==> config.mk <==
export PLATFORM = sky130hd
export DESIGN_NAME = vc_output_rr_arb
export DESIGN_NICKNAME = d
export VERILOG_FILES = /design/src/rtl/router_pkg.sv /design/src/rtl/rr_prio_select.sv /design/src/rtl/vc_output_rr_arb.sv
export SDC_FILE = /design/constraint.sdc
export NUM_CORES = 1
export LEC_CHECK = 0
export CAP_MARGIN = 0
export CORE_AREA = 2 2 39 41
export CTS_CLUSTER_DIAMETER = 40
export DETAILED_ROUTE_END_ITERATION = 16
export DIE_AREA = 0 0 41 43
export GPL_TIMING_DRIVEN = 0
export PLACE_DENSITY_LB_ADDON = 0.12
export SLEW_MARGIN = 40
export SYNTH_ARGS = -nofsm -noshare
export SYNTH_HDL_FRONTEND = slang
export SYNTH_SLANG_ARGS = --single-unit
export TNS_END_PERCENT = 20
==> constraint.sdc <==
create_clock -name clk -period 8 [get_ports clk]
set_clock_uncertainty 0.2 [all_clocks]
set_input_delay 1.2 -clock clk [delete_from_list [all_inputs] [get_ports clk]]
set_output_delay 1.2 -clock clk [all_outputs]
set_load 0.05 [all_outputs]
==> src/rtl/router_pkg.sv <==
// rtl/router_pkg.sv - shared router sizes and types
// Purpose: VC count, index widths, port directions and the output arbiter's
// mode/state enums, imported by every router block.
// Ports: none (package).
package router_pkg;

    localparam int NUM_VCS    = 4;
    localparam int VC_ID_BITS = 2;
    localparam int DIM_BITS   = 3;

    typedef enum logic [2:0] {
        DIR_N,
        DIR_E,
        DIR_S,
        DIR_W,
        DIR_L
    } dir_t;

    // ARB_FIXED: VC0 always highest priority. ARB_RR: rotating priority.
    typedef enum logic {
        ARB_FIXED,
        ARB_RR
    } arb_mode_t;

    typedef enum logic {
        ARB_IDLE,
        ARB_LOCKED
    } arb_state_t;

endpackage

==> src/rtl/rr_prio_select.sv <==
// rtl/rr_prio_select.sv - rotating priority select among N requesters
// Purpose: picks the first asserted req at or after ptr, wrapping to 0.
// Ports:
//   req  in  [N]   request vector
//   ptr  in  [PW]  highest-priority index this cycle
//   gnt  out [N]   one-hot (or zero) grant
//   idx  out [PW]  encoded grant index, 0 when nothing is granted
module rr_prio_select #(
    parameter int N = 4,
    localparam int PW = (N > 1) ? $clog2(N) : 1
) (
    input  logic [N-1:0]  req,
    input  logic [PW-1:0] ptr,
    output logic [N-1:0]  gnt,
    output logic [PW-1:0] idx
);

    logic found;

    // First pass searches only indices >= ptr; the second pass covers the
    // wrap-around. Compare-based masking keeps any N legal.
    always_comb begin
        found = 1'b0;
        idx   = '0;
        gnt   = '0;
        for (int i = 0; i < N; i++) begin
            if (!found && req[i] && (PW'(i) >= ptr)) begin
                found = 1'b1;
                idx   = PW'(i);
            end
        end
        for (int i = 0; i < N; i++) begin
            if (!found && req[i]) begin
                found = 1'b1;
                idx   = PW'(i);
            end
        end
        for (int i = 0; i < N; i++) begin
            gnt[i] = found && (PW'(i) == idx);
        end
    end

endmodule

==> src/rtl/vc_output_rr_arb.sv <==
// rtl/vc_output_rr_arb.sv - per-output-port VC arbiter with wormhole locking
// Purpose: selects one granted VC per cycle to drive the output link, with
// round-robin or fixed priority, head-to-tail packet locking and
// downstream-ready gating. Selection is combinational; state moves on clk.
// Ports:
//   clk, rst_n         router clock, async active-low reset
//   LOCAL_X/LOCAL_Y    router coordinates (debug messages only, non-synth)
//   vc_granted[N_REQ]  VC i offers a flit with an allocated output VC
//   vc_tail[N_REQ]     flit offered by VC i is a tail
//   out_ready          downstream can accept a flit this cycle
//   out_vc_selected    one-hot (or zero) select; set means a flit transfers
//   out_vc_id          encoded selected VC, 0 when none
//   out_valid          a flit transfers this cycle
//   locked             a packet currently owns the port
module vc_output_rr_arb
    import router_pkg::*;
#(
    parameter dir_t      LOCAL_PORT   = DIR_E,
    parameter int        N_REQ        = NUM_VCS,
    parameter arb_mode_t MODE         = ARB_RR,
    parameter bit        LOCK_PACKETS = 1'b1
) (
    input  logic                  clk,
    input  logic                  rst_n,
`ifndef SYNTHESIS
    input  logic [DIM_BITS-1:0]   LOCAL_X,
    input  logic [DIM_BITS-1:0]   LOCAL_Y,
`endif
    input  logic                  vc_granted      [N_REQ],
    input  logic                  vc_tail         [N_REQ],
    input  logic                  out_ready,
    output logic                  out_vc_selected [N_REQ],
    output logic [VC_ID_BITS-1:0] out_vc_id,
    output logic                  out_valid,
    output logic                  locked
);

    localparam int PW = (N_REQ > 1) ? $clog2(N_REQ) : 1;

    arb_state_t       state_q;
    logic             locked_q;
    logic [PW-1:0]    lock_vc_q;
    logic [PW-1:0]    rr_ptr_q;
    logic [PW-1:0]    rr_ptr_d;

    logic [N_REQ-1:0] req_vec;
    logic [N_REQ-1:0] tail_vec;
    logic [N_REQ-1:0] lock_mask;
    logic [N_REQ-1:0] elig;
    logic [N_REQ-1:0] gnt;
    logic [N_REQ-1:0] sel;
    logic [PW-1:0]    pick_idx;
    logic [PW-1:0]    ptr_eff;
    logic             xfer;
    logic             sel_tail;

    always_comb begin
        req_vec   = '0;
        tail_vec  = '0;
        lock_mask = '0;
        for (int i = 0; i < N_REQ; i++) begin
            req_vec[i]   = vc_granted[i];
            tail_vec[i]  = vc_tail[i];
            lock_mask[i] = (PW'(i) == lock_vc_q);
        end
    end

    // While a packet owns the port every other VC is masked, even when the
    // owner has nothing to send: the port idles rather than interleave flits.
    assign elig    = (state_q == ARB_LOCKED) ? (req_vec & lock_mask) : req_vec;
    assign ptr_eff = (MODE == ARB_RR) ? rr_ptr_q : '0;

    rr_prio_select #(.N(N_REQ)) u_prio (
        .req (elig),
        .ptr (ptr_eff),
        .gnt (gnt),
        .idx (pick_idx)
    );

    // Reset is folded in combinationally so the link is quiet the instant
    // rst_n drops, not at the next edge.
    assign sel      = (out_ready && rst_n) ? gnt : '0;
    assign xfer     = |sel;
    assign sel_tail = |(sel & tail_vec);

    assign rr_ptr_d = (pick_idx == PW'(N_REQ - 1)) ? '0 : pick_idx + PW'(1);

    always_ff @(posedge clk or negedge rst_n) begin
        if (!rst_n) begin
            state_q   <= ARB_IDLE;
            locked_q  <= 1'b0;
            lock_vc_q <= '0;
            rr_ptr_q  <= '0;
        end else if (xfer) begin
            if (LOCK_PACKETS) begin
                unique case (state_q)
                    ARB_IDLE: begin
                        if (!sel_tail) begin
                            state_q   <= ARB_LOCKED;
                            locked_q  <= 1'b1;
                            lock_vc_q <= pick_idx;
                        end
                    end
                    ARB_LOCKED: begin
                        if (sel_tail) begin
                            state_q  <= ARB_IDLE;
                            locked_q <= 1'b0;
                        end
                    end
                    default: begin
                        state_q  <= ARB_IDLE;
                        locked_q <= 1'b0;
                    end
                endcase
            end
            // The pointer only rotates when ownership ends, so a long packet
            // does not cost its successor a turn.
            if ((MODE == ARB_RR) && (sel_tail || !LOCK_PACKETS)) begin
                rr_ptr_q <= rr_ptr_d;
            end
        end
    end

    always_comb begin
        out_vc_id = '0;
        for (int i = 0; i < N_REQ; i++) begin
            out_vc_selected[i] = sel[i];
            if (sel[i]) begin
                out_vc_id = VC_ID_BITS'(i);
            end
        end
    end

    assign out_valid = xfer;
    assign locked    = locked_q;

`ifndef SYNTHESIS
    logic          hold_chk_q;
    arb_state_t    state_prev_q;
    logic [PW-1:0] ptr_prev_q;

    always @(posedge clk or negedge rst_n) begin
        if (!rst_n) begin
            hold_chk_q <= 1'b0;
        end else begin
            assert ($onehot0(sel))
                else $error("arb port %0d (%0d,%0d): several VCs selected", LOCAL_PORT, LOCAL_X, LOCAL_Y);
            if (state_q == ARB_LOCKED) begin
                assert ((sel & ~lock_mask) == '0)
                    else $error("arb port %0d (%0d,%0d): non-owner selected while locked", LOCAL_PORT, LOCAL_X, LOCAL_Y);
            end
            // Without a transfer no tail bit may have moved the state.
            if (hold_chk_q) begin
                assert ((state_q == state_prev_q) && (rr_ptr_q == ptr_prev_q))
                    else $error("arb port %0d (%0d,%0d): state changed without transfer", LOCAL_PORT, LOCAL_X, LOCAL_Y);
            end
            hold_chk_q   <= !xfer;
            state_prev_q <= state_q;
            ptr_prev_q   <= rr_ptr_q;
        end
    end
`endif

endmodule

Yosys cells after proc, flatten, opt, wreduce, memory -nomap -nowiden
Index checks and enable logic that the tools add are counted.
- add/subtract/negate cells: 1
- multipliers: 0
- divide/modulo/power cells: 0
- order comparisons: 4
- equality and inequality tests: 9
- shifts and indexed selects: 0
- multiplexer cells: 25
- bitwise gates (word level): 4
- reductions and logical operators: 30
- operators by type and width (kind ; count):
    two-way mux 2 bit ; 9
    logical AND 1 bit ; 16
    two-way mux 1 bit ; 13
    AND 4 bit ; 2
    == test 2 bit (first input constant) ; 4
    two-way mux 4 bit ; 2
    OR reduction 4 bit ; 2
    logical NOT 1 bit ; 7
    AND reduction 3 bit ; 2
    == test 1 x 2 -> 1 bit (first input constant) ; 2
    >= comparator 1 x 2 -> 1 bit (first input constant) ; 2
    >= comparator 2 bit (first input constant) ; 2
    logical NOT 2 bit ; 2
    adder 2 x 1 -> 2 bit (second input constant) ; 1
    == test 2 bit (second input constant) ; 1
    != test 2 x 1 -> 1 bit (second input constant) ; 1
    != test 2 bit (second input constant) ; 1
    inverter 1 bit ; 2
    one-hot mux 1 bit (2 select lines) ; 1
    AND reduction 2 bit ; 1
- flip-flop bits (word level): 6
- bits in latches: 0
- memory bits (writable): 0
- memory bits (read-only): 0
- bits of input ports: 11
- output and inout port bits: 8
- logic and storage cells: 77
- memories: 0

Longest topological paths before layout
Gate-level depths: netlist of the first run.
- depth after elaboration: 36
- gate-level depth with buffers: 14
- mapped depth without buffers: 14

Hierarchy
Synthesis of the first run repeated with hierarchy kept, for this count alone.
- cells, all modules: 73
- area, all modules: 608.1 um2
- modules (own cells, without submodules) (module ; instances ; cells each ; area each (um2) ; sequential area each (um2)):
    vc_output_rr_arb ; 1 ; 42 ; 410.4 ; 150.1
    rr_prio_select ; 1 ; 31 ; 197.7 ; 0.0

Least setup slack after synthesis of the first run
OpenSTA, ideal clock, no wires.
- path type: input port to output port
- start: input vc_granted[3] in the netlist's numbering
- end: output out_vc_id[0]
- data arrival time: 3.171 ns
- data required time: 6.600 ns
- path slack: 3.429 ns
- stages on the path: 6
- path buffers: 0
- cell sequence: and3_4 > or2_4 > a311oi_4 > ha_1 > and2_1 > or2_2
- RTL lines (element ; line ; RTL):
    start: declaration ; vc_output_rr_arb.sv:29 ; input logic vc_granted [N_REQ],
    end: declaration ; vc_output_rr_arb.sv:33 ; output logic [VC_ID_BITS-1:0] out_vc_id,

Worst setup path after layout of the first run
- start: input vc_granted[3] in the netlist's numbering
- end: output out_valid
- word-level cells in the longest chain between the ends: 32
- elaborated cells on any way between the ends: 45
- those cells by class: 3 x eq/ne; 17 x mux; 1 x bitwise; 24 x reduce/logical
- ends and longest elaborated chain (element ; line ; RTL):
    AND 4 bit ; vc_output_rr_arb.sv:70 ; assign elig = (state_q == ARB_LOCKED) ? (req_vec & lock_mask) : req_vec;
    two-way mux 4 bit (*) ; vc_output_rr_arb.sv:70 ;
    logical AND 1 bit ; rr_prio_select.sv:27 ; if (!found && req[i] && (PW'(i) >= ptr)) begin
    two-way mux 1 bit ; rr_prio_select.sv:27 ;
    logical NOT 1 bit ; rr_prio_select.sv:27 ;
    logical AND 1 bit (2 in a row) ; rr_prio_select.sv:27 ;
    two-way mux 1 bit ; rr_prio_select.sv:27 ;
    logical NOT 1 bit ; rr_prio_select.sv:27 ;
    (+16 left out) ; n/a ;
    logical NOT 1 bit ; rr_prio_select.sv:33 ; if (!found && req[i]) begin
    logical AND 1 bit ; rr_prio_select.sv:33 ;
    two-way mux 2 bit (*) ; rr_prio_select.sv:33 ;
    net pick_idx[1] ; vc_output_rr_arb.sv:52 ; logic [PW-1:0] pick_idx;
    == test 1 x 2 -> 1 bit, or another cell as far along ; rr_prio_select.sv:39 ; gnt[i] = found && (PW'(i) == idx);
    logical AND 1 bit ; rr_prio_select.sv:39 ;
    two-way mux 4 bit (*) ; vc_output_rr_arb.sv:82 ; assign sel = (out_ready && rst_n) ? gnt : '0;
    OR reduction 4 bit (*) ; vc_output_rr_arb.sv:83 ; assign xfer = |sel;
    end: declaration ; vc_output_rr_arb.sv:34 ; output logic out_valid,
Mark *: on every way through the listed nets, which the timed path passes. The rest lies on a longest branch.

==> impl_results.rst, run 1 <==
.. list-table::
   :header-rows: 1

   * - Metric
     - Value
   * - Largest cells by area after synthesis
     - sky130_fd_sc_hd__dfrtp_1, sky130_fd_sc_hd__ha_1, sky130_fd_sc_hd__mux2_1
   * - GRT Residual Overflow
     - 0
   * - Number of clock sinks
     - 6
   * - Insertion delay of the later-clocked pin in the worst-skew pair
     - about 0.24 ns
   * - Router iterations before antenna repair
     - 2
   * - Yosys top cell area share
     - roughly a quarter
   * - Weighted congestion at the end of routability-driven global placement
     - around 0.73
   * - Maximum Capacitance Violations
     - 0
   * - Top cell type by total area after synthesis
     - sky130_fd_sc_hd__dfrtp_1
   * - Nature of the critical path endpoint
     - output pin
   * - Pin count of the biggest net entering global routing
     - 9
   * - Violation count after the first detailed-route iteration
     - 2
   * - Antenna violations before repair
     - 0
   * - Cells after Synth
     - 58
   * - Avg WL per Cell
     - 12.6 um
   * - Placed wire-length estimate
     - between 1 and 1.5 mm
   * - Global-route track usage on met1
     - 21.2%
   * - TritonCTS clock tree
     - built
   * - Top FF cell, synth
     - sky130_fd_sc_hd__dfrtp_1
   * - Netlist area before placement
     - 599 um^2
   * - Count of instances resized after the clock tree is built
     - 0
   * - Vias in the first global route
     - 525
   * - Data arrival time of the critical path
     - between 4 and 5 ns
   * - Post-route ant nets
     - 0
   * - Wire length of the first global-routing pass
     - 2.06 mm
   * - Final standard cell area without fillers
     - ~800 um^2
   * - Number of cell rows
     - 14
   * - Fraction of registers with async set/reset
     - between 90% and 100%
   * - Number of design rule violations left after detail routing
     - 0
   * - Clk buf depth
     - 2
   * - Core Footprint
     - 1380 um^2
   * - Global Route met2 Usage
     - 27.2%
   * - Area of placed instances
     - 800 um^2
   * - Area growth from synthesis to layout
     - 37.2%
   * - Unrepaired setup endpoints after global routing
     - no
   * - ANT cells
     - 0
   * - Average cell area after synthesis
     - approximately 10 um^2
   * - Fmax
     - around 0.18 GHz
   * - Post-CTS Setup Bufs
     - 0
   * - Global routing usage summed across all routing layers
     - 17.1%
   * - Post-route clock period utilization
     - 69.5%
   * - Full die area
     - 1760 um^2
   * - Classification of the worst-slack hold path
     - reg2reg
   * - Worst VDD drop
     - between 0.15 and 0.2 mV
   * - Share of post-route cells with drive strength above 1
     - 25.3%
   * - Count of boundary I/O pins
     - 19
   * - Distinct cell type count after synthesis
     - 35
   * - Ratio of total power to cell area
     - ~370 nW/um^2
   * - Setup Crit Path Kind
     - in2out
   * - Clock-pin slew on the worst setup and hold paths
     - 0.04 ns
   * - GRT busiest layer
     - met2
   * - Crit start category
     - input pin
   * - IO buf count
     - 18
   * - Final Max Tran Viols
     - 0
   * - Number of buffers inserted during clock tree synthesis
     - 3
   * - Worst path required time
     - 6.60 ns
   * - Hold-fix buffers, CTS
     - 0
   * - Transition time at the pin with the least slew margin
     - about 0.55 ns
   * - Wire length after detailed routing
     - 1.19 mm
   * - Number of instances in the placed design
     - 92
   * - Status
     - finished, final reports clean
   * - Critical path peak fanout
     - 6
   * - Post-synth EDFFs
     - 0
   * - Starting Density
     - 43.3%
   * - Final total negative setup slack
     - 0 ns
   * - Synth Warn #
     - 0
   * - Endpoints failing hold
     - 0
   * - Total via count in the routed design
     - 515
   * - Minimum clock period after layout
     - 5.56 ns
   * - Number of setup violations in the final report
     - 0
   * - Met3 Track Usage GR
     - 3.14%
   * - Finished Layout Cells
     - 95
   * - Level count of the clock H-tree
     - 1
   * - Y dimension of the die
     - 43 um
   * - Final layout net count
     - 95
   * - Net count of the mapped netlist
     - 72
   * - CTS Root Buffer Type
     - sky130_fd_sc_hd__clkbuf_4
   * - Max-slew headroom
     - about 63%
   * - Number of vias per cell
     - ~5.4
   * - Seq/Total Area, Yosys
     - around 25%
   * - Post-synthesis register bit count
     - 6
   * - Reported leakage power
     - 0.329 nW
   * - Horizontal die dimension
     - between 40 and 50 um
[sequential cells by signal (all words and copies together) (netlist names)]
signal and cells:
state_q 1, lock_vc_q 2, locked 1, ptr_eff 2
[Yosys cell counts, drive strengths merged, types with 2 or more instances]
| master | number |
|---|---|
| inv | 4 |
| ha | 3 |
| dfrtp | 6 |
| and2 | 5 |
| or2 | 3 |
| o41ai | 2 |
| nor2 | 2 |
| o21ai | 5 |
| nand2 | 2 |
| nor2b | 2 |
| nand3b | 2 |
| and3 | 3 |
| mux2 | 5 |
[kinds of logic (layout without fill, tap and decap cells)]
logic type               after synthesis  after routing  share of synthesized area [%]
multiplexers                           5              5                           9.39
adder cells (fa/ha/maj)                3              3                           6.26
flip-flops                             6              6                           25.1
buffers and inverters                  4             25                           2.50
AO/OA/AOI/OAI                         19             19                           31.7
AND/OR/NAND/NOR                       21             21                           25.1
[path summary, 6_finish.rpt]
path                       slack, ns                       end                      from  depth (start not counted)
min in group asynchronous       1.01  lock_vc_q[1]$_DFFE_PN0P_                     rst_n                          1
hold reg to reg                 0.29        locked$_DFFE_PN0P_        locked$_DFFE_PN0P_                          1
max in group asynchronous       6.37    ptr_eff[1]$_DFFE_PN0P_                     rst_n                          1
setup reg to reg                4.41        locked$_DFFE_PN0P_  lock_vc_q[0]$_DFFE_PN0P_                         14
hold / removal                  0.29        locked$_DFFE_PN0P_        locked$_DFFE_PN0P_                          1
setup / recovery                2.44                 out_valid             vc_granted[3]                          8
[metrics by stage]
stage | util, % | total power [mW] | hold slack, ns | setup slack (ns)
after floorplan | - | 0.231 | 0.290 | 3.43
after global placement | 57.8 | 0.279 | 0.286 | 2.46
after detailed placement | 57.8 | 0.283 | 0.287 | 2.44
after CTS | 59.4 | 0.312 | 0.302 | 2.44
after global routing | 59.4 | 0.335 | 0.335 | 2.35
final | 59.4 | 0.308 | 0.295 | 2.44
[power by group]
part           internal, mW  switching (mW)
clock network        0.0169          0.0104
registers            0.0448          0.0141
logic                0.0900           0.132
[final cells by class]
class                      count  area [um^2]
clock buffer                   3         22.5
fill                         143          562
inverter                       4         15.0
multi-input combinational     48          434
sequential                     6          150
tap                           16         20.0
timing repair buffer          18          180
[cells in the final DEF (no fill, tap or decap), types with 2 or more instances in the layout]
master,count
sky130_fd_sc_hd__mux2_1,3
sky130_fd_sc_hd__clkbuf_4,3
sky130_fd_sc_hd__inv_1,3
sky130_fd_sc_hd__ha_1,3
sky130_fd_sc_hd__and2_1,4
sky130_fd_sc_hd__nor2_4,2
sky130_fd_sc_hd__o21ai_0,3
sky130_fd_sc_hd__clkdlybuf4s50_1,18
sky130_fd_sc_hd__dfrtp_1,6
sky130_fd_sc_hd__o21ai_1,2
sky130_fd_sc_hd__nand2_1,2
sky130_fd_sc_hd__nand3b_1,2
sky130_fd_sc_hd__nor2b_1,2
sky130_fd_sc_hd__mux2_2,2
sky130_fd_sc_hd__or2_2,2
[worst max-delay path: stages]
cell and delay [ns]:
sky130_fd_sc_hd__clkdlybuf4s50_1 0.47, sky130_fd_sc_hd__and3_4 0.18, sky130_fd_sc_hd__or2_4 0.23, sky130_fd_sc_hd__a311oi_4 0.48, sky130_fd_sc_hd__inv_2 0.12, sky130_fd_sc_hd__ha_1 0.29
sky130_fd_sc_hd__o41a_1 0.47, sky130_fd_sc_hd__clkdlybuf4s50_1 0.71
[metal layers]
| metal | part of all wire [%] | vias up |
|---|---|---|
| li1 | - | 265 |
| met1 | 46 | 239 |
| met2 | 50 | 11 |
| met3 | 3.6 | 0 |
| met4 | 0 | 0 |
| met5 | 0 | - |
Power figures use the tool's default switching activity.
==> run 2, diff against run 1 <==
--- a/config.mk
+++ b/config.mk
@@ -6,10 +6,10 @@
 export NUM_CORES = 1
 export LEC_CHECK = 0
 export CAP_MARGIN = 0
-export CORE_AREA = 2 2 39 41
+export CORE_MARGIN = 2
+export CORE_UTILIZATION = 44
 export CTS_CLUSTER_DIAMETER = 40
 export DETAILED_ROUTE_END_ITERATION = 16
-export DIE_AREA = 0 0 41 43
 export GPL_TIMING_DRIVEN = 0
 export PLACE_DENSITY_LB_ADDON = 0.12
 export SLEW_MARGIN = 40
==> constraint.sdc (replaced) <==
create_clock -name clk -period 5.2 [get_ports clk]
set_clock_uncertainty 0.2 [all_clocks]
set_input_delay 0.78 -clock clk [delete_from_list [all_inputs] [get_ports clk]]
set_output_delay 0.78 -clock clk [all_outputs]
set_load 0.05 [all_outputs]
==> run 2 against run 1 <==
Against the previous run:
- worst hold slack improved by 0.0044 ns
- global-route usage barely moved
- clock power rose by 47%
- first-iteration DRC count rose to 2.5 times the previous value
- design area fell by 0.15%
- routed wire length fell by 1.6%
- critical path type unchanged
- critical endpoint unchanged
- largest cell class unchanged
==> impl_results.rst, run 2 (synthesis results as in run 1) <==
.. list-table::
   :header-rows: 1

   * - Metric
     - Value
   * - Largest stage delay on the critical path
     - 0.71 ns (about the same)
   * - IO buf count
     - 18 (unchanged)
   * - DP Worst Slack
     - 0.494 ns (was 2.44 ns)
   * - Post-layout total power
     - 0.471 mW (was 0.308 mW)
   * - Core Footprint
     - 1280 um^2 (was 1380 um^2)
   * - Insertion delay of the later-clocked pin in the worst-skew pair
     - 0.24 ns (about the same)
   * - Total via count in the routed design
     - 512 (was 515)
   * - Final layout net count
     - 95 (unchanged)
   * - Sum of buffers and inverters on the critical path
     - 3 (unchanged)
   * - Post-route clock period utilization
     - approximately nine tenths
   * - Commonest cells after routing, fill and taps aside
     - sky130_fd_sc_hd__clkdlybuf4s50_1, sky130_fd_sc_hd__dfrtp_1, sky130_fd_sc_hd__and2_1 (unchanged)
   * - Avg WL per Cell
     - 12.5 um (was 12.6 um)
   * - Max-slew headroom
     - 63.5% (was 62.7%)
   * - Crit start category
     - input pin (unchanged)
   * - Number of buffers inserted during clock tree synthesis
     - 3 (unchanged)
   * - Number of cell rows
     - 13 (was 14)
   * - Nature of the critical path endpoint
     - output pin (unchanged)
   * - Min Hold Slack
     - 0.299 ns (was 0.295 ns)
   * - Share of post-route cells with drive strength above 1
     - 25.3% (unchanged)
   * - Number of fill cells in the layout
     - 116 (was 143)
   * - Worst path required time
     - 4.22 ns (was 6.60 ns)
   * - Fmax
     - around 0.21 GHz
   * - Minimum clock period after layout
     - 4.70 ns
   * - Critical Path, Cell by Cell
     - clkdlybuf4s50_1, and3_4, or2_4, a311oi_4, inv_2, ha_1, o41a_1, clkdlybuf4s50_1 (unchanged)
   * - Full die area
     - 1670 um^2 (was 1760 um^2)
   * - Worst VDD drop
     - 0.343 mV (was 0.188 mV)
   * - Global routing usage summed across all routing layers
     - 17.1% (about the same)
   * - Ratio of total power to cell area
     - 574 nW/um^2 (was 375 nW/um^2)
   * - Count of boundary I/O pins
     - 19 (unchanged)
   * - GRT Residual Overflow
     - 0 (unchanged)
   * - Violation count after the first detailed-route iteration
     - 5 (was 2)
   * - Horizontal die dimension
     - 40.9 um (was 41 um)
   * - Critical path peak fanout
     - 6 (unchanged)
   * - Most frequent standard cell in the layout excluding fill and tap cells
     - sky130_fd_sc_hd__clkdlybuf4s50_1 (unchanged)
   * - Level count of the clock H-tree
     - 1 (unchanged)
   * - Classification of the worst-slack hold path
     - reg2reg (unchanged)
   * - Wire length of the first global-routing pass
     - 1.89 mm (was 2.06 mm)
   * - Setup Crit Path Kind
     - in2out (unchanged)
   * - Placed wire-length estimate
     - 986 um (was 1.00 mm)
   * - Endpoints failing hold
     - 0 (unchanged)
   * - Starting Density
     - 46.6% (was 43.3%)
   * - Antenna violations before repair
     - 0 (unchanged)
   * - Weighted congestion at the end of routability-driven global placement
     - 0.812 (was 0.730)
   * - Post-route ant nets
     - 0 (unchanged)
   * - Cell with the largest stage delay on the worst path
     - sky130_fd_sc_hd__clkdlybuf4s50_1 (unchanged)
   * - Wire length after detailed routing
     - 1.17 mm (was 1.19 mm)
   * - ANT cells
     - 0 (unchanged)
   * - Post-CTS Setup Bufs
     - 0 (unchanged)
   * - Reported leakage power
     - 0.329 nW (unchanged)
   * - Router iterations before antenna repair
     - 3 (was 2)
   * - CP delay by family, top
     - buffers and inverters (unchanged)
   * - Most repeated library cell on the critical path
     - sky130_fd_sc_hd__clkdlybuf4s50_1 (unchanged)
   * - Hold-fix buffers, CTS
     - 0 (unchanged)
   * - Area growth from synthesis to layout
     - 37.0% (was 37.2%)
   * - Status
     - finished, final reports clean (unchanged)
   * - Count of instances resized after the clock tree is built
     - 0 (unchanged)
   * - Number of design rule violations left after detail routing
     - 0 (unchanged)
   * - Unrepaired setup endpoints after global routing
     - no (unchanged)
   * - Number of clock sinks
     - 6 (unchanged)
   * - Vias in the first global route
     - 453 (was 525)
   * - CTS Root Buffer Type
     - sky130_fd_sc_hd__clkbuf_4 (unchanged)
   * - Transition time at the pin with the least slew margin
     - 0.540 ns (was 0.552 ns)
   * - Final total negative setup slack
     - 0 ns (unchanged)
   * - Clk buf depth
     - 2 (unchanged)
   * - TritonCTS clock tree
     - built (unchanged)
   * - Number of setup violations in the final report
     - 0 (unchanged)
   * - Clock-pin slew on the worst setup and hold paths
     - 0.04 ns (about the same)
   * - Number of vias per cell
     - 5.45 (was 5.42)
   * - Pin count of the biggest net entering global routing
     - 9 (unchanged)
   * - Data arrival time of the critical path
     - 3.72 ns (was 4.16 ns)
   * - Final cell utilization of the core
     - 63.9% (was 59.4%)
   * - Final Max Tran Viols
     - 0 (unchanged)
   * - Y dimension of the die
     - 40.9 um (was 43 um)
   * - Min setup slack post-route
     - 0.496 ns (was 2.44 ns)
   * - Maximum Capacitance Violations
     - 0 (unchanged)
[run 2: cell counts in the layout (fill, tap and decap cells not counted)]
Identical to the previous run, type by type.
[run 2: cell type report]
| cell class | count | area, um^2 | area share, % |
|---|---|---|---|
| clock buffer | 3 | 22.5 | 2.74 |
| inverter | 4 | 15.0 | 1.83 |
| multi-input combinational | 48 | 434 | 52.9 |
| sequential | 6 | 150 | 18.3 |
| tap | 15 | 18.8 | 2.29 |
| timing repair buffer | 18 | 180 | 22.0 |
[run 2: final timing paths]
kind	from	end	slack [ns]	cells after the start
worst min-delay path	locked$_DFFE_PN0P_	locked$_DFFE_PN0P_	0.30	1
worst min register to register	locked$_DFFE_PN0P_	locked$_DFFE_PN0P_	0.30	1
worst max register to register	lock_vc_q[0]$_DFFE_PN0P_	locked$_DFFE_PN0P_	1.63	14
max in group asynchronous	rst_n	ptr_eff[1]$_DFFE_PN0P_	3.97	1
min in group asynchronous	rst_n	ptr_eff[0]$_DFFE_PN0P_	0.60	1
worst max-delay path	vc_granted[3]	out_valid	0.50	8
[run 2: metal layers]
layer	global-route usage, %	vias up	part of all wire [%]
li1	-	263	-
met1	22.4	239	50
met2	28.1	10	46
met3	3.26	0	4.6
met4	5.00	0	0
met5	0	-	0
[run 2: power by group]
part / internal, mW / leakage (nW) / switching [mW]
Combinational: 0.138 / 0.243 / 0.201
Sequential: 0.0690 / 0.0723 / 0.0221
Clock: 0.0260 / 0.0138 / 0.0145
[run 2: metrics by stage]
step                std cells  area (um^2)
floorplan                  58          599
global placement           91          798
detailed placement         91          798
CTS                        94          821
global route               94          821
finish                     94          821
[run 2: worst reg2reg max path, stage by stage (launching register included)]
cell and delay [ns]:
sky130_fd_sc_hd__dfrtp_1 0.39, sky130_fd_sc_hd__nor2b_1 0.15, sky130_fd_sc_hd__o21a_1 0.18, sky130_fd_sc_hd__or2_4 0.26
sky130_fd_sc_hd__a311oi_4 0.48, sky130_fd_sc_hd__inv_2 0.12, sky130_fd_sc_hd__ha_1 0.29, sky130_fd_sc_hd__a22o_1 0.25
sky130_fd_sc_hd__a31oi_1 0.17, sky130_fd_sc_hd__a21boi_2 0.12, sky130_fd_sc_hd__inv_1 0.07, sky130_fd_sc_hd__ha_1 0.22
sky130_fd_sc_hd__nor2b_1 0.14, sky130_fd_sc_hd__o41ai_2 0.09, sky130_fd_sc_hd__mux2_1 0.32
==> run 3, diff against run 2 <==
--- a/config.mk
+++ b/config.mk
@@ -16,4 +16,3 @@
 export SYNTH_ARGS = -nofsm -noshare
 export SYNTH_HDL_FRONTEND = slang
 export SYNTH_SLANG_ARGS = --single-unit
-export TNS_END_PERCENT = 20
==> results of run 3 <==
The final DEF is identical to that of run 2; final timing and power are the same.
==> edit, RTL diff (flow settings as in run 2) <==
Set the package constant `VC_ID_BITS` to 4 (it was 2).
--- a/src/rtl/router_pkg.sv
+++ b/src/rtl/router_pkg.sv
@@ -5,7 +5,7 @@
 package router_pkg;
 
     localparam int NUM_VCS    = 4;
-    localparam int VC_ID_BITS = 2;
+    localparam int VC_ID_BITS = 4;
     localparam int DIM_BITS   = 3;
 
     typedef enum logic [2:0] {
Ports: changed (resized out_vc_id); port bits go from 19 to 21. No check against the original RTL was run, so the function may have changed too.
==> edit against run 2 <==
  * Setup slack got worse by 0.0046 ns
  * Synthesized area up 3.1%
  * Design area up 2.7%
  * Routed wire length grew 4.5%
  * Power increased by 1.2%
  * Sequential cell count stayed put
  * Register-to-register slack got worse by 0.02 ns
  * Core utilization up 0.93 points
  * Critical path type unchanged
  * Largest cell class unchanged
  * Highest routed layer unchanged
==> edit: results (changes against run 2) <==
[placement]
place.gp.congestion = 0.711  ; -12%
place.detailed.hpwl_um = 1020  ; +3.8%
portBuffers = 18  ; unchanged
detailedPlace.worstSlack_ns = 0.500  ; +0.00609 ns

[synthesis]
async_flop_share_pct = 100  ; unchanged
synthDistinctLibCells = 37  ; +5.7%
portion_of_the_post_synthesis_area_used_by_sequential_elements_pct = 24.3  ; -0.76 points
post_synth_main_area_contributors = dfrtp_1 (24%), ha_1 (6.1%), mux2_1 (5.5%)

[cells_and_area]
drive_above_1_share_pct = 26.5  ; +1.2 points
antenna_cells_inserted = 0  ; unchanged
fin_nets = 99  ; +4.2%

[cts]
tritoncts.num_buffers = 3  ; unchanged
source_to_sink_clock_delay_at_the_later_pin_of_the_worst_skew_pair_ns = 0.23
h-tree-depth = 1  ; unchanged
cts_buffer_depth = 2  ; unchanged

[timing]
whs_ns = 0.310  ; +0.0107 ns
time_the_final_worst_path_needs_with_i_o_delays_and_setup_ns = 4.71  ; +0.00460 ns
transition_at_the_pin_with_the_smallest_max_transition_slack_ns = 0.609  ; +0.0684 ns

[route]
met2WireLength_um = 572  ; +6.7%
route.met3.wl_um = 53  ; -1.9%
met1Wirelength_um = 601  ; +2.9%
number_of_optimization_iterations_in_the_first_detailed_route_pass = 2  ; -1
drt-vias-per-instance = 5.47  ; +0.41%
drt-initial-drc-count = 4  ; -1
wirelength_um = 1230  ; +4.5%

[critical_path]
biggest_cell_delay_along_the_critical_path_ns = 0.71  ; about the same
timing.reg2reg.setup_slack_ns = 1.61  ; -0.02 ns
critPathKind = input port to output pin
ff2ff_path_depth = 14  ; unchanged
cp-endpoint = out_valid
cp_data_arrival_time_ns = 3.73  ; about the same
worst_path_max_delay_cell = clkdlybuf4s50_1

[min_path]
hold_class = flop to flop
worstHoldEndpoint = locked

[power]
peakVddDrop_mv = 0.389  ; +13%
total_leakage_power_uw = 0.000346  ; +5.3%

[run_status]
run_status = finished, final reports clean

[global_route]
first_pass_grt_wire_length_um = 1960  ; +3.7%
globalRouteTotalUtil_pct = 13.9  ; -3.2 points
via_count_of_the_first_global_routing_pass = 467  ; +3.1%

[edit: cell count changes after synthesis, sizes merged]
cell / before / now
buf: 0 / 2
conb: 0 / 1
[edit: routing by layer]
layer	GRT usage, %	vias up
met5	0	-
met3	0.870	0
li1	-	269
met2	25.3	11
met1	17.6	256
met4	3.87	0
[edit: worst register-to-register path: stages, from the launching register on]
cell and delay [ns]:
dfrtp_1 0.40, nor2b_1 0.16, o21a_1 0.18, or2_4 0.25, a311oi_4 0.47, inv_2 0.13, ha_1 0.30, a22o_1 0.26
a31oi_1 0.17, a21boi_2 0.12, inv_1 0.07, ha_1 0.21, nor2b_1 0.14, o41ai_2 0.09, mux2_1 0.32
[edit: power breakdown]
group	internal, µW	switching [µW]	total, µW
combinational	139	207	346
clock	25.9	14.4	40.4
sequential	69.0	21.6	90.6
total	234	243	477
[edit: cells by family (layout without fill, tap and decap cells)]
family	after synthesis	after routing	synth area share [%]
buf+inv	6	27	4.86
other cells	1	2	0.607
simple gates	21	21	24.3
flops	6	6	24.3
mux	5	5	9.11
compound gates	19	19	30.8
fa+ha+maj	3	3	6.07
[edit: through the flow]
stage	util, %	area, µm²	total power [µW]	std cells
after floorplan	-	622	360	62
after global routing	64.8	843	513	98
final	64.8	843	477	98
after global placement	63.1	821	434	95
after detailed placement	63.1	821	438	95
after CTS	64.8	843	481	98
[edit: cell type report]
class | count | area (µm²)
plain buffers | 2 | 15.0
clock buffers | 3 | 22.5
fillers | 118 | 458
inverters | 4 | 15.0
multi-input cells | 50 | 442
flip-flops and latches | 6 | 150
well taps | 15 | 18.8
repair buffers | 18 | 180
